--- config.mk ---
export PLATFORM = sky130hd
export DESIGN_NAME = regfile_access_arbiter_flat
export DESIGN_NICKNAME = d
export VERILOG_FILES = /design/src/rtl/regfile_access_arbiter_if.sv /design/src/rtl/regfile_access_arbiter.sv /design/src/flat_wrapper.sv
export SDC_FILE = /design/constraint.sdc
export NUM_CORES = 1
export LEC_CHECK = 0
export CAP_MARGIN = 20
export CORE_ASPECT_RATIO = 0.5
export CORE_MARGIN = 1.5
export CORE_UTILIZATION = 42
export CTS_CLUSTER_DIAMETER = 200
export DETAILED_ROUTE_END_ITERATION = 8
export PLACE_DENSITY = 0.87
export SLEW_MARGIN = 15
export SYNTH_ARGS = -nofsm -noshare
export SYNTH_HDL_FRONTEND = slang
export SYNTH_SLANG_ARGS = --single-unit
--- constraint.sdc ---
create_clock -name clk -period 2.9 [get_ports clk]
set_input_delay 0.435 -clock clk [delete_from_list [all_inputs] [get_ports clk]]
set_output_delay 0.435 -clock clk [all_outputs]
set_load 0.01 [all_outputs]
--- src/rtl/regfile_access_arbiter_if.sv ---
// rtl/regfile_access_arbiter_if.sv - requester and register-file signal bundle for regfile_access_arbiter
interface regfile_access_arbiter_if #(
  parameter int NREG = 12,
  parameter int DW   = 16,
  parameter int AW   = 4
);
  logic [1:0]      req_valid;
  logic [1:0]      req_ready;
  logic [1:0]      req_write;
  logic [2*AW-1:0] req_addr;
  logic [2*DW-1:0] req_wdata;
  logic [NREG-1:0] read;
  logic [NREG-1:0] write;
  logic [DW-1:0]   wdata;
  logic [DW-1:0]   rdata;
  logic [1:0]      rsp_valid;
  logic [DW-1:0]   rsp_rdata;
  logic            rsp_err;
  logic            busy;

  modport master (
    output req_valid, req_write, req_addr, req_wdata, rdata,
    input  req_ready, read, write, wdata, rsp_valid, rsp_rdata, rsp_err, busy
  );

  modport slave (
    input  req_valid, req_write, req_addr, req_wdata, rdata,
    output req_ready, read, write, wdata, rsp_valid, rsp_rdata, rsp_err, busy
  );
endinterface

--- src/rtl/regfile_access_arbiter.sv ---
// rtl/regfile_access_arbiter.sv - two-requester round-robin arbiter driving one-hot register-file strobes
module regfile_access_arbiter #(
  parameter int NREG = 12,
  parameter int DW   = 16,
  parameter int AW   = 4
) (
  input  logic                      clk,
  input  logic                      rstb,
  regfile_access_arbiter_if.slave   bus
);
  typedef enum logic [1:0] {IDLE, STROBE, CAPTURE} state_t;

  localparam logic [AW:0] NREG_L = (AW+1)'(NREG);

  state_t          state, state_nxt;
  logic            ptr, ptr_nxt;
  logic [1:0]      grant;
  logic            handshake;

  logic            g_id;
  logic            g_write;
  logic [AW-1:0]   g_addr;
  logic [DW-1:0]   g_wdata;
  logic            g_in_range;
  logic [NREG-1:0] g_dec;

  logic            own_id;
  logic            own_write;
  logic            own_err;

  logic [NREG-1:0] read_q, read_nxt;
  logic [NREG-1:0] write_q, write_nxt;
  logic [DW-1:0]   wdata_q, wdata_nxt;
  logic [1:0]      rsp_valid_q, rsp_valid_nxt;
  logic            rsp_err_q, rsp_err_nxt;

  // ptr names the last-granted requester (0 = A, 1 = B); on contention the other one wins
  always_comb begin
    grant = 2'b00;
    if (state == IDLE) begin
      case (bus.req_valid)
        2'b01:   grant = 2'b01;
        2'b10:   grant = 2'b10;
        2'b11:   grant = ptr ? 2'b01 : 2'b10;
        default: grant = 2'b00;
      endcase
    end
  end

  assign handshake = |grant;
  assign g_id      = grant[1];
  assign g_write   = bus.req_write[g_id];
  assign g_addr    = g_id ? bus.req_addr[2*AW-1:AW]  : bus.req_addr[AW-1:0];
  assign g_wdata   = g_id ? bus.req_wdata[2*DW-1:DW] : bus.req_wdata[DW-1:0];
  assign g_in_range = ({1'b0, g_addr} < NREG_L);

  always_comb begin
    g_dec = '0;
    for (int i = 0; i < NREG; i++) begin
      g_dec[i] = (g_addr == AW'(i));
    end
  end

  always_ff @(posedge clk or negedge rstb) begin
    if (!rstb) begin
      state <= IDLE;
      ptr   <= 1'b1;
    end else begin
      state <= state_nxt;
      ptr   <= ptr_nxt;
    end
  end

  // Strobes are decoded from the granted request at the handshake edge so they leave a register
  always_comb begin
    state_nxt     = state;
    ptr_nxt       = ptr;
    read_nxt      = '0;
    write_nxt     = '0;
    wdata_nxt     = wdata_q;
    rsp_valid_nxt = 2'b00;
    rsp_err_nxt   = 1'b0;
    case (state)
      IDLE: begin
        if (handshake) begin
          state_nxt = STROBE;
          ptr_nxt   = g_id;
          wdata_nxt = g_wdata;
          if (g_in_range) begin
            if (g_write) write_nxt = g_dec;
            else         read_nxt  = g_dec;
          end
        end
      end
      STROBE: begin
        state_nxt     = CAPTURE;
        rsp_valid_nxt = own_id ? 2'b10 : 2'b01;
        rsp_err_nxt   = own_err;
      end
      CAPTURE: state_nxt = IDLE;
      default: state_nxt = IDLE;
    endcase
  end

  always_ff @(posedge clk or negedge rstb) begin
    if (!rstb) begin
      own_id      <= 1'b0;
      own_write   <= 1'b0;
      own_err     <= 1'b0;
      read_q      <= '0;
      write_q     <= '0;
      wdata_q     <= '0;
      rsp_valid_q <= 2'b00;
      rsp_err_q   <= 1'b0;
    end else begin
      if (handshake) begin
        own_id    <= g_id;
        own_write <= g_write;
        own_err   <= !g_in_range;
      end
      read_q      <= read_nxt;
      write_q     <= write_nxt;
      wdata_q     <= wdata_nxt;
      rsp_valid_q <= rsp_valid_nxt;
      rsp_err_q   <= rsp_err_nxt;
    end
  end

  assign bus.req_ready = grant;
  assign bus.read      = read_q;
  assign bus.write     = write_q;
  assign bus.wdata     = wdata_q;
  assign bus.rsp_valid = rsp_valid_q;
  assign bus.rsp_err   = rsp_err_q;
  // Register-file data arrives in CAPTURE, so it passes straight through for good reads only
  assign bus.rsp_rdata = (state == CAPTURE && !own_write && !own_err) ? bus.rdata : '0;
  assign bus.busy      = (state != IDLE);
endmodule

--- src/flat_wrapper.sv ---
// flat-port wrapper written by rule: the top's interface ports become plain ports
module regfile_access_arbiter_flat 
#(
  parameter int NREG = 12,
  parameter int DW   = 16,
  parameter int AW   = 4
)
  (clk, rstb, bus_req_valid, bus_req_write, bus_req_addr, bus_req_wdata, bus_rdata, bus_req_ready, bus_read, bus_write, bus_wdata, bus_rsp_valid, bus_rsp_rdata, bus_rsp_err, bus_busy);
  regfile_access_arbiter_if #(.NREG(NREG), .DW(DW), .AW(AW)) bus_i ();
  input  logic clk;
  input  logic rstb;
  input wire logic [$bits(bus_i.req_valid)-1:0] bus_req_valid;
  input wire logic [$bits(bus_i.req_write)-1:0] bus_req_write;
  input wire logic [$bits(bus_i.req_addr)-1:0] bus_req_addr;
  input wire logic [$bits(bus_i.req_wdata)-1:0] bus_req_wdata;
  input wire logic [$bits(bus_i.rdata)-1:0] bus_rdata;
  output wire logic [$bits(bus_i.req_ready)-1:0] bus_req_ready;
  output wire logic [$bits(bus_i.read)-1:0] bus_read;
  output wire logic [$bits(bus_i.write)-1:0] bus_write;
  output wire logic [$bits(bus_i.wdata)-1:0] bus_wdata;
  output wire logic [$bits(bus_i.rsp_valid)-1:0] bus_rsp_valid;
  output wire logic [$bits(bus_i.rsp_rdata)-1:0] bus_rsp_rdata;
  output wire logic [$bits(bus_i.rsp_err)-1:0] bus_rsp_err;
  output wire logic [$bits(bus_i.busy)-1:0] bus_busy;
  assign bus_i.req_valid = bus_req_valid;
  assign bus_i.req_write = bus_req_write;
  assign bus_i.req_addr = bus_req_addr;
  assign bus_i.req_wdata = bus_req_wdata;
  assign bus_i.rdata = bus_rdata;
  assign bus_req_ready = bus_i.req_ready;
  assign bus_read = bus_i.read;
  assign bus_write = bus_i.write;
  assign bus_wdata = bus_i.wdata;
  assign bus_rsp_valid = bus_i.rsp_valid;
  assign bus_rsp_rdata = bus_i.rsp_rdata;
  assign bus_rsp_err = bus_i.rsp_err;
  assign bus_busy = bus_i.busy;
  regfile_access_arbiter #(.NREG(NREG), .DW(DW), .AW(AW)) u_core (.clk(clk), .rstb(rstb), .bus(bus_i));
endmodule
## Yosys cells after proc, flatten, opt, wreduce, memory -nomap -nowiden

Index checks and enable logic that the tools add are counted.

| storage, ports and cells | value |
|---|---|
| bits in registers | 49 |
| input port bits | 62 |

| operators by class | value |
|---|---|
| order comparisons | 2 |
| multiplexer cells | 21 |
| eq/ne operators | 17 |
| reduce and logical (&&, ||, !) cells | 10 |

Operators with widths:

| kind | number |
|---|---|
| $mux W12 | 8 |
| $mux W16 | 2 |
| $eq A4 B3 Y1 const B | 4 |
| $eq A4 B4 Y1 const B | 4 |
| $mux W2 | 5 |
| $eq A4 B2 Y1 const B | 2 |
| $eq A2 B2 Y1 const B | 3 |
| $pmux W2 S3 | 1 |
| $eq A2 B1 Y1 const B | 2 |
| $eq A4 B1 Y1 const B | 1 |
| $logic_not A4 Y1 | 1 |
| $lt A4 B4 Y1 const B | 1 |
| $mux W4 | 1 |
| $pmux W2 S2 | 1 |
| $logic_not A1 Y1 | 3 |
| $mux W1 | 3 |
| $logic_and A1 B1 Y1 | 2 |
| $logic_not A2 Y1 | 1 |
| $lt A1 B2 Y1 const B | 1 |
| $ne A2 B1 Y1 const B | 1 |
| $reduce_and A2 Y1 | 1 |
| $reduce_bool A2 Y1 | 1 |
| $reduce_or A2 Y1 | 1 |

## Depth between registers and ports, before layout

| depth | value |
|---|---|
| word-level depth | 9 |
| gate-level depth with buffers | 5 |

## Worst setup path before layout

OpenSTA, ideal clock, no wires.

| path | value |
|---|---|
| path type | reg-to-output |
| start point | register u_core.state[0] |
| end point | output bus_rsp_rdata[10] |
| path slack | 1.235 ns |
| data arrival time | 1.230 ns |
| data required time | 2.465 ns |
| path buffers | 1 |
| cell stages (with the launch flop) | 4 |
| path through | dfrtp_1 > nor4b_2 > clkbuf_1 > and2_1 |

| between the ends | value |
|---|---|
| word-level cells in the longest chain between the ends | 4 |

RTL lines:

| item | line | text |
|---|---|---|
| start, declared | regfile_access_arbiter.sv:15 | `state_t state, state_nxt;` |
| start signal, assigned | regfile_access_arbiter.sv:69 | `state <= state_nxt;` |
| $eq A2 B2 Y1 | regfile_access_arbiter.sv:136 | `assign bus.rsp_rdata = (state == CAPTURE && !own_write && !own_err) ? bus.rdata : '0;` |
| $logic_and A1 B1 Y1 (2 in a row) | regfile_access_arbiter.sv:136 |  |
| $mux W16 | regfile_access_arbiter.sv:136 |  |
| end, declared | flat_wrapper.sv:22 | `output wire logic [$bits(bus_i.rsp_rdata)-1:0] bus_rsp_rdata;` |

No other way between the ends.

## Final worst setup path

| path | value |
|---|---|
| start point | input bus_req_valid[1] |
| end point | output bus_req_ready[1] |

| between the ends | value |
|---|---|
| word-level cells in the longest chain between the ends | 3 |
| elaborated cells between the ends (all ways) | 5 |
| those cells by class | eq/ne: 3; mux: 2 |

RTL lines:

| item | line | text |
|---|---|---|
| start, declared | flat_wrapper.sv:12 | `input wire logic [$bits(bus_i.req_valid)-1:0] bus_req_valid;` |
| $eq A2 B2 Y1 or $eq A2 B1 Y1 (tied branches) | regfile_access_arbiter.sv:41 | `case (bus.req_valid)` |
| $pmux W2 S3 (*) | regfile_access_arbiter.sv:41 |  |
| $mux W2 (*) | regfile_access_arbiter.sv:40 | `if (state == IDLE) begin` |
| end, declared | flat_wrapper.sv:17 | `output wire logic [$bits(bus_i.req_ready)-1:0] bus_req_ready;` |

Mark *: on every way between the ends. The rest lies on a longest branch, timed or not.

==> results.md <==
* RePlAce Congestion at 0.831
* H-tree depth at 2
* DR top layer: met4
* CP Max Fanout at 5
* Final setup vio count at 0
* Fraction of layout cells with a size suffix above 1 at 0.0856
* Drt pass-1 iters at 4
* Mapped Area at 2300 sq um
* TritonCTS Sinks at 49
* Mux contribution to synthesized area at 0.106
* Vias in the first global route at 2087
* Clock Skew at 0.0123 ns
* Metal1 wirelength at 2740 um
* Post-Syn Nets at 265
* Post-route worst setup slack at 0.489 ns
* Die height at 55.4 um
* Avg Cell Area, Syn at 11.4 sq um
* Post-Place Cell Area at 3610 sq um
* Fill cells at 378
* EDFF count, synth at 0
* Synthesized flop and latch total at 49
* RSZ-0062 raised after global routing: no
* GRT Total Usage at 0.227
* Fmax at 415 MHz
* Largest net degree at the start of global routing at 50
* Post-route ant nets at 0
* I/O Buffers at 123
* Drt drc at 0
* Rel. slew slack at 0.610
* Clk root buf: clkbuf_8
* Worst slew pin tran at 0.584 ns
* Dpl ws at 0.490 ns
* Clk_lat worst skew at 0.30 ns
* Most used DFF post-synth: dfrtp_1
* Clk network pwr share at 0.189
* Final WL at 6370 um
* Util after Layout at 0.730
* Area of the core at 5110 sq um
* TritonCTS buffer count at 5
* DIE AREA at 5970 sq um
* Critical Path AT at 1.98 ns
* Sw Share at 0.348
* Outcome: complete, no violations
* # placed instances at 389
* Synth warn at 0
* Synth Area in Simple Gates at 0.130
* CTS tree: yes
* Final net count at 388
* Site Rows at 18
* Async SR Flop Fraction at 1.00
* Final setup TNS at 0 ns
* Max IR drop VDD at 0.454 mV
* PwrDens at 708 nW/um^2
* Worst-path clk slew at 0.09 ns
* Grt total ovfl at 0
* Worst hold-check path type: primary input to async pin
* Adder-cell share of the synthesized area at 0
* Global-route wire length before repair at 10600 um
* Buffer levels on the longest clock path at 2
* DR WL/cell at 16.1 um
* Netlist cell types at 34
* Initial antenna violation count at 0
* Worst EP required at 2.47 ns
* Finished Cell Area at 3730 sq um
* Final Hold Fails at 0
* Sequential Power Share at 0.366
* Initial Utilization at 0.451
* Main combinational cell family by area after synthesis: compound AO/OA/AOI/OAI gates
* Compound-Gate Fraction of Synth Area at 0.201
* Post-CTS Repair Setup Buffers at 0
* Area grow syn2layout at 62.0%
* Power Internal at 1.72 mW
* Met2 routed WL at 3290 um
* DP HPWL at 4740 um
* Register area share after synthesis at 0.533
* Post-synthesis xor/xnor area fraction at 0
* Final std cells w/o fill at 397
* Final period util at 0.831
* CTS Hold Bufs at 0
* N_diodes at 0
* Psw at 0.921 mW
* Min Tclk post-route at 2.41 ns
* Max-slew violations at 0
* IO Pins at 124
* DRT iter0 DRCs at 90
* Die W at 108 um
* Post-CTS sizing at 0
* Vias per cell at 5.23
* MaxCap Viol Count at 0
* Crit path launch type: primary input
* Comb power frac at 0.445
* Crit path kind: primary input to output pin
* Via count at 2078
* Wire length on met3 at 250 um
* Leak Pwr at 1.54 nW
* Post-Synthesis Cells at 203
* Critical Path End Type: output pin
==> stage by stage <==
stage          power (mW)  hold slack [ns]
2_1_floorplan        1.54            0.139
3_3_place_gp         2.11            0.470
3_5_place_dp         2.15            0.479
4_1_cts              2.65            0.348
5_1_grt              2.80            0.173
6_report             2.64            0.135
==> synthesized netlist by cell type, drive strengths merged (2+ instances only) <==
cell    instances  area [sq um]
a211oi         25           218
and2           19           119
buf             4          22.5
clkbuf          8          30.0
dfrtp          48          1200
inv             5          18.8
mux2            3          33.8
mux2i          21           210
nand2           3          11.3
nand3b          4          30.0
nand4b          2          17.5
nor2            3          18.8
nor3            2          10.0
nor3b           6          45.0
o211ai          4          35.0
o21ai          34           170
==> cell usage in the layout (no fill, tap or decap), types with 2 or more instances in the layout <==
cell type,Yosys,final
clkdlybuf4s50_1,0,122
dfrtp_1,48,48
mux2i_1,21,21
o21ai_0,20,20
and2_1,19,19
a211oi_1,19,19
o21ai_1,14,13
a211oi_2,6,6
nor3b_1,6,6
clkbuf_8,0,6
buf_4,1,6
inv_1,4,4
nand3b_1,4,4
o211ai_1,3,3
mux2_2,3,3
nand2_1,3,3
nor2_1,2,2
nand4b_1,2,2
nor3_1,2,2
==> metal layers <==
metal | up-vias | track usage
met2 | 72 | 0.388
met3 | 10 | 0.0413
li1 | 988 | -
met1 | 1008 | 0.291
met5 | - | 0
met4 | 0 | 0.0771
==> power groups by stage <==
stage	sequential (mW)	combinational, mW	clock (mW)
2_1_floorplan	1.03	0.513	0
3_3_place_gp	0.970	1.14	0
3_5_place_dp	0.980	1.17	0
4_1_cts	0.969	1.17	0.504
5_1_grt	0.992	1.27	0.541
6_report	0.967	1.18	0.499
==> logic make-up (layout without fill, tap and decap cells) <==
family	after synthesis	after routing
buf+inv	17	141
flops	49	49
compound gates	68	68
mux	24	24
simple gates	45	45
==> critical path, stage by stage <==
cell	delay, ns
clkdlybuf4s50_1	0.58
a21bo_1	0.26
nor2_1	0.14
clkdlybuf4s50_1	0.56
==> area by class of cell <==
class / instances / area (sq um) / share of cell area
well taps: 70 / 87.6 / 0.0235
clock inverters: 1 / 30.0 / 0.00804
flip-flops and latches: 49 / 1230 / 0.329
clock buffers: 7 / 86.3 / 0.0231
repair buffers: 128 / 1270 / 0.339
inverters: 5 / 18.8 / 0.00503
multi-input cells: 137 / 1020 / 0.272
==> flip-flops by register name (all words and copies together) (netlist names), 2 cells and up <==
register / count
u_core.bus.rsp_valid: 2
u_core.bus.write: 12
u_core.bus.read: 12
u_core.state: 2
u_core.bus.wdata: 16
==> final timing paths <==
path / startpoint / endpoint / slack [ns] / cells past startpoint
max: bus_req_valid[1] / bus_req_ready[1] / 0.49 / 4
min: rstb / u_core.bus.read[3] / 0.14 / 1
max reg2reg: u_core.state[1] / u_core.bus.write[0] / 0.96 / 4
min reg2reg: u_core.own_id / u_core.bus.rsp_valid[1] / 0.50 / 1
max in group asynchronous: rstb / u_core.bus.read[2] / 2.37 / 1
min in group clk: u_core.own_id / u_core.bus.rsp_valid[1] / 0.50 / 1
No activity file was read; power rests on OpenSTA's default activity.
